$ cat config.mk
export PLATFORM = sky130hd
export DESIGN_NAME = mem_wb_skid_stage
export DESIGN_NICKNAME = d
export VERILOG_FILES = /design/src/rtl/mem_wb_skid_stage.sv
export SDC_FILE = /design/constraint.sdc
export NUM_CORES = 1
export LEC_CHECK = 0
export BUFFER_PORTS_ARGS = -buffer_cell sky130_fd_sc_hd__buf_4
export CORE_MARGIN = 10
export CORE_UTILIZATION = 49
export DETAILED_ROUTE_END_ITERATION = 12
export GPL_ROUTABILITY_DRIVEN = 0
export GPL_TIMING_DRIVEN = 0
export PLACE_DENSITY = 0.75
export RECOVER_POWER = 50
export SYNTH_ARGS = -nofsm -noshare
export SYNTH_HDL_FRONTEND = slang
export SYNTH_SLANG_ARGS = --single-unit
$ cat constraint.sdc
create_clock -name clk -period 3 [get_ports clk]
set_input_delay 0.15 -clock clk [delete_from_list [all_inputs] [get_ports clk]]
set_output_delay 0.15 -clock clk [all_outputs]
set_load 0.05 [all_outputs]
$ cat src/rtl/mem_wb_skid_stage.sv
// mem_wb_skid_stage
//
// MEM/WB pipeline stage register with a two-entry skid buffer. It sits
// between the memory stage and write-back. A stalled write-back never drops
// or duplicates an instruction, and entries always leave in arrival order.
//
// Handshake: a transfer happens on a rising edge when valid and ready are
// both high on that side (accept = in_valid & in_ready, drain = out_valid &
// out_ready). in_ready and out_valid come from registered state only, so
// in_ready never depends on out_ready and no input reaches an output
// combinationally. Once offered, an upstream entry is held stable until it
// is accepted.
//
// Ports:
//   clk, rst            clock; asynchronous active-high reset
//   flush               synchronous clear of both entries (highest priority)
//   in_valid/in_ready   upstream handshake
//   in_bubble, in_ctrl, in_dest, in_res, in_mem   upstream entry fields
//   out_valid/out_ready downstream handshake
//   out_bubble, out_ctrl, out_dest, out_res, out_mem  head entry fields
//   fwd_valid/dest/data registered forwarding view of the head entry
//   occupancy           entries held (0..2); also the FSM state view
//
// Control bundle: bit0 = RegWrite, bit1 = MemOrReg (1 selects memory data),
// bit2 = DestOrPrivate, any higher bits are carried through untouched.

module mem_wb_skid_stage #(
  parameter int DATA_W = 16,
  parameter int ADDR_W = 4,
  parameter int CTRL_W = 3
) (
  input  logic              clk,
  input  logic              rst,
  input  logic              flush,
  input  logic              in_valid,
  output logic              in_ready,
  input  logic              in_bubble,
  input  logic [CTRL_W-1:0] in_ctrl,
  input  logic [ADDR_W-1:0] in_dest,
  input  logic [DATA_W-1:0] in_res,
  input  logic [DATA_W-1:0] in_mem,
  output logic              out_valid,
  input  logic              out_ready,
  output logic              out_bubble,
  output logic [CTRL_W-1:0] out_ctrl,
  output logic [ADDR_W-1:0] out_dest,
  output logic [DATA_W-1:0] out_res,
  output logic [DATA_W-1:0] out_mem,
  output logic              fwd_valid,
  output logic [ADDR_W-1:0] fwd_dest,
  output logic [DATA_W-1:0] fwd_data,
  output logic [1:0]        occupancy
);

  typedef struct packed {
    logic              bubble;
    logic [CTRL_W-1:0] ctrl;
    logic [ADDR_W-1:0] dest;
    logic [DATA_W-1:0] res;
    logic [DATA_W-1:0] mem;
  } entryT;

  // State encoding equals the number of held entries.
  typedef enum logic [1:0] {
    EMPTY = 2'd0,
    ONE   = 2'd1,
    TWO   = 2'd2
  } stateT;

  stateT state;
  entryT headSlot;
  entryT skidSlot;
  entryT inEntry;
  logic  accept;
  logic  drain;

  assign inEntry = '{bubble: in_bubble, ctrl: in_ctrl, dest: in_dest,
                     res: in_res, mem: in_mem};

  assign in_ready  = (state != TWO);
  assign out_valid = (state != EMPTY);
  assign accept    = in_valid & in_ready;
  assign drain     = out_valid & out_ready;

  // Payload slots are written only on load; empty slots keep stale data,
  // which is harmless because out_valid/fwd_valid are low then.
  always_ff @(posedge clk or posedge rst) begin
    if (rst) begin
      state    <= EMPTY;
      headSlot <= '0;
      skidSlot <= '0;
    end else if (flush) begin
      // Any entry offered at this edge is discarded; a drain at this edge
      // has already been taken by write-back, so nothing else to undo.
      state <= EMPTY;
    end else begin
      case (state)
        EMPTY: begin
          if (accept) begin
            headSlot <= inEntry;
            state    <= ONE;
          end
        end
        ONE: begin
          if (accept && drain) begin
            headSlot <= inEntry;
          end else if (accept) begin
            skidSlot <= inEntry;
            state    <= TWO;
          end else if (drain) begin
            state <= EMPTY;
          end
        end
        TWO: begin
          // in_ready is low here, so only a drain can happen.
          if (drain) begin
            headSlot <= skidSlot;
            state    <= ONE;
          end
        end
        default: state <= EMPTY;
      endcase
    end
  end

  assign out_bubble = headSlot.bubble;
  assign out_ctrl   = headSlot.ctrl;
  assign out_dest   = headSlot.dest;
  assign out_res    = headSlot.res;
  assign out_mem    = headSlot.mem;

  // Forwarding view: only a real (non-bubble) RegWrite head is advertised.
  assign fwd_valid = out_valid & ~headSlot.bubble & headSlot.ctrl[0];
  assign fwd_dest  = headSlot.dest;
  assign fwd_data  = headSlot.ctrl[1] ? headSlot.mem : headSlot.res;

  assign occupancy = state;

endmodule

* Word level (Yosys, flattened, before mapping) *
Index checks and enable logic that the tools add are counted.

cells by class
  reduce and logical (&&, ||, !) cells = 7
  bitwise logic cells = 7
  muxes and demuxes = 12
  equality and inequality tests = 10

operators with widths
  cell                number
  $mux 40             3
  $pmux 40 s3         1
  $mux 16             1
  $mux 2              6
  $ne 3x3->1 const B  3
  $ne 2x2->1 const B  4
  $reduce_and 4->1    2
  $pmux 2 s3          1
  $reduce_and 5->1    1
  $and 1x1->1         4
  $ne 4x4->1 const B  1
  $not 1->1           3
  $reduce_bool 3->1   1
  $eq 2x1->1 const B  1
  $eq 2x2->1 const B  1
  $logic_not 2->1     1
  $reduce_bool 2->1   1
  $logic_and 1x1->1   1

storage, ports and cells
  register bits = 82
  output and inout port bits = 65
  input bits = 45
  word-level logic and storage cells = 47

* Depth between registers and ports, before layout *
  depth after elaboration = 7
  depth in mapped cells = 5
  mapped depth without buffers = 4

* Least setup slack after synthesis *
OpenSTA, ideal clock, no wires.

  kind = register to register
  start point = reg state[0], in the netlist occupancy[0]
  end point = reg headSlot, in the netlist fwd_dest[0]
  data required time = 2,875 ps
  period minus slack after synthesis = 1,916 ps
  data arrival time = 1,791 ps
  library setup time = 125 ps
  path slack = 1,084 ps
  cell stages (with the launch flop) = 6
  path buffers = 2
  path through = dfrtp_1 > nand2b_1 > buf_2 > buf_6 > mux2_4 > mux2_2

on the way
  cells in the longest elaborated chain, start to end = 5
  elaborated cells between the ends (all ways) = 14
  those cells by class = eq/ne: 6; mux: 1; bitwise: 2; reduce/logical: 5

ends and longest elaborated chain
  item                                 line  source
  start, declared                      70    stateT state;
  start signal, assigned               89    state <= EMPTY;
  start signal, assigned               95    state <= EMPTY;
  start signal, assigned               101   state <= ONE;
  $ne 2x2->1 *                         80    assign in_ready = (state != TWO);
  via in_ready                         36    output logic in_ready,
  $and 1x1->1 *                        82    assign accept = in_valid & in_ready;
  $logic_and 1x1->1                    105   if (accept && drain) begin
  $ne 2x2->1 (no source line)          n/a
  $reduce_and 5->1 (no source line) *  n/a
  end signal, assigned                 100   headSlot <= inEntry;
  end signal, assigned                 106   headSlot <= inEntry;
  end signal, assigned                 117   headSlot <= skidSlot;
  end, declared                        71    entryT headSlot;

Mark *: on every way through the listed nets, which the timed path passes. The rest lies on a longest branch.
A chain may end at the register's enable or synchronous reset.

* Worst setup path in the final report *
  start point = reg headSlot, in the netlist out_ctrl[1]
  end point = out fwd_data[8]

on the way
  cells in the longest elaborated chain, start to end = 1

ends and longest elaborated chain
  item           line  source
  $mux 16        135   assign fwd_data = headSlot.ctrl[1] ? headSlot.mem : headSlot.res;
  end, declared  51    output logic [DATA_W-1:0] fwd_data,

Every way passes these cells.

==> results by group <==
Global routing
  – Global-route wire length before repair: about 15 mm
  – Largest net degree at the start of global routing: 44
  – Vias in the first global route: around 2700
  – Gr ovfl total: 0
  – Total GRT Usage: 15.0%
  – Initial antenna violation count: 0

Synthesis
  – Avg Inst Size Synth: about 16 um2
  – Synth Warn #: 0
  – Largest family of logic cells by synthesized area: multiplexers
  – Cell Area, Synth: ~0.0040 mm2
  – Synth top area share: approximately half
  – Cell count after synthesis: around 250
  – Net count after synthesis: about 300
  – Post-synth EDFFs: 0
  – Ys async rst share: 100%
  – Sequential area share after synthesis: 51.2%
  – Post-synthesis register bit count: 82
  – Top-count cell post-synth: mux2_2
  – XOR/XNOR share of the synthesized area: 0%
  – Primary FF master, synth: dfrtp_1
  – Ranking of synthesized cells by area: dfrtp_1, mux2_2, mux2_4, buf_6, buf_4
  – Synth Area in Simple Gates: ~2.1%
  – Yosys cell types: 22
  – Multiplexer share of the synthesized area: around two fifths
  – Synth cell count leaders: mux2_2, dfrtp_1, mux2_4
  – Synth Area in Compound Gates: less than 1%
  – Share of synthesized cell area in full adder, half adder and majority cells: 0%
  – Synth area leader: dfrtp_1

Power and ir drop
  – Clock power share: between 20% and 30%
  – Switching Fraction: between 30% and 40%
  – PD cells: just under 800 mW/mm2
  – VDD IR-drop max: between 0.0004 and 0.0005 V
  – Switching power total: between 1.5 and 2 mW
  – Int Pwr: roughly 2.4 mW
  – Seq pwr share: between 30 and 40%
  – Leakage power: ~2.4 nW
  – Comb power frac: 39.7%

CTS
  – CTS sink count: 82
  – Number of CTS-inserted buffers: 9
  – CTS tree: done
  – Clk slew on worst S/H paths: 80 ps
  – Post-CTS Setup Bufs: 0
  – Later-pin clock latency in the skew report: ~340 ps
  – Clock buffer depth: 2
  – CTS Root Cell: clkbuf_8
  – H-tree level count: 3

Die
  – Core area: just under 0.008 mm2
  – Die area: approximately 0.012 mm2
  – Row Count: 32
  – Die width: 110 um
  – Initial Utilization: ~50%
  – IO Pins: 110
  – Chip Height: 110 um

Place
  – Place WS: roughly 1000 ps
  – HPWL after DPL: about 6.9 mm
  – Placed Cells: between 400 and 500
  – PortBufs: ~110

Routing
  – Starting DRT DRC Count: 34
  – Vias: about 2500
  – Drc violations: 0
  – Final WL: 9.28 mm
  – Iteration count of the initial detailed-routing pass: 4
  – Vias per cell: approximately 5.2
  – DR WL/cell: around 19 um
  – Post-route ant nets: 0

Final layout
  – Fill count: ~660
  – Share of cells above drive strength 1: around 66%
  – Fin cells: ~480
  – Final net count: 421
  – Final Core Density: around two thirds
  – ANT cells: 0
  – Area growth syn-to-layout: 26.7%

Critical path
  – Critical path class: flip-flop to output pin
  – Startpoint Class: flip-flop
  – Crit path buffers/inverters: 3
  – CP Max Fanout: 10
  – Crit path cell chain: clkbuf_1, buf_2, mux2_2, buf_4
  – Crit end category: output pin
  – CP Data Required Time: between 2000 and 3000 ps
  – CP arrival: 2190 ps
  – Worst path max stage delay: a little over 500 ps
  – CP top delay family: buffers and inverters
  – Slowest cell on the critical path: clkbuf_1

STA
  – Tmin final: ~2300 ps
  – RSZ-0062 raised after global routing: no
  – Setup violators final: 0
  – Clk_skew: approximately 14 ps
  – Setup ws final: roughly 660 ps
  – Fmax: about 430 MHz
  – Final hold violation count: 0
  – Tcrit/Tclk final: between 70% and 80%
  – Slew @ Worst Pin: 1840 ps
  – Slew margin rel.: -23.5%
  – Pins over their slew limit: 40

Job
  – Max cap viols: 1

Outcome
  – Failing checks: capacitance limit, slew limit
  – Status: finished with violations

Worst hold path
  – Worst hold path type: input pin to flip-flop
-- sequential cells by signal, indices dropped and copies added, names as in the netlist --
name        count
occupancy       2
fwd_dest        4
skidSlot       40
out_bubble      1
out_mem        16
out_res        16
out_ctrl        3
-- metal layers --
| metal | track usage, % | vias up | part of all wire [%] |
|---|---|---|---|
| li1 | - | 1151 | - |
| met1 | 17.7 | 1303 | 43 |
| met2 | 25.7 | 57 | 51 |
| met3 | 3.84 | 8 | 4.4 |
| met4 | 5.44 | 0 | 1.2 |
| met5 | 0 | - | 0 |
-- power by group through the flow --
stage               Sequential [mW]  Clock [mW]  Combinational, mW
floorplan                      1.94           0              0.789
global placement               1.55           0               1.65
detailed placement             1.57           0               1.68
CTS                            1.55       0.875               1.68
global route                   1.58       0.921               1.66
finish                         1.54       0.859               1.58
-- area by class of cell --
type | instances | area [um2] | area share [%]
sequential | 82 | 2050 | 40.4
multi-input combinational | 152 | 1790 | 35.2
timing repair buffer | 111 | 736 | 14.5
buffer | 19 | 164 | 3.23
clock buffer | 11 | 141 | 2.78
tap | 102 | 128 | 2.51
clock inverter | 3 | 65.1 | 1.28
inverter | 1 | 5.00 | 0.0986
-- through the flow --
step | instance area [um2] | TNS (ps) | hold WS (ps) | total power, mW
after floorplan | 4010 | 0 | 216 | 2.73
after global routing | 5080 | 0 | 14.2 | 4.16
after global placement | 4950 | -28030 | 359 | 3.20
after CTS | 5200 | 0 | 2.57 | 4.11
final | 5080 | 0 | 13.5 | 3.98
after detailed placement | 4980 | 0 | 236 | 3.25
-- worst paths after layout --
check | start | end | slack [ps] | cells after the start
worst min-delay path | flush | occupancy[0] | 10 | 2
worst max register to register | occupancy[1] | skidSlot[28] | 1250 | 4
worst min register to register | skidSlot[1] | skidSlot[1] | 500 | 1
min in group asynchronous | rst | out_mem[3] | 830 | 3
max in group asynchronous | rst | skidSlot[24] | 1300 | 4
worst max-delay path | out_ctrl[1] | fwd_data[8] | 660 | 4
-- cells in the final DEF (no fill, tap or decap), drive strengths merged --
cell         count
buf             95
a21oi            2
clkbuf          45
clkinv           1
nand2b           2
nand2            2
nor2             1
dfrtp           82
nor3             1
o21a             1
o22a             1
or2              2
nor3b            1
bufinv           2
mux2           136
and3b            1
nor2b            1
clkinvlp         1
dlygate4sd3      1
nand3b           1
-- cell families after synthesis --
family / count (synthesis)
compound gates: 4
buf+inv: 20
flops: 82
mux: 136
simple gates: 12
-- what timing repair did --
item	in CTS	in global routing
hold buffers	1	0
gates resized for setup	0	0
setup endpoints to repair	0	0
endpoints found under the hold margin	39	0
No activity file was read; power rests on OpenSTA's default activity.
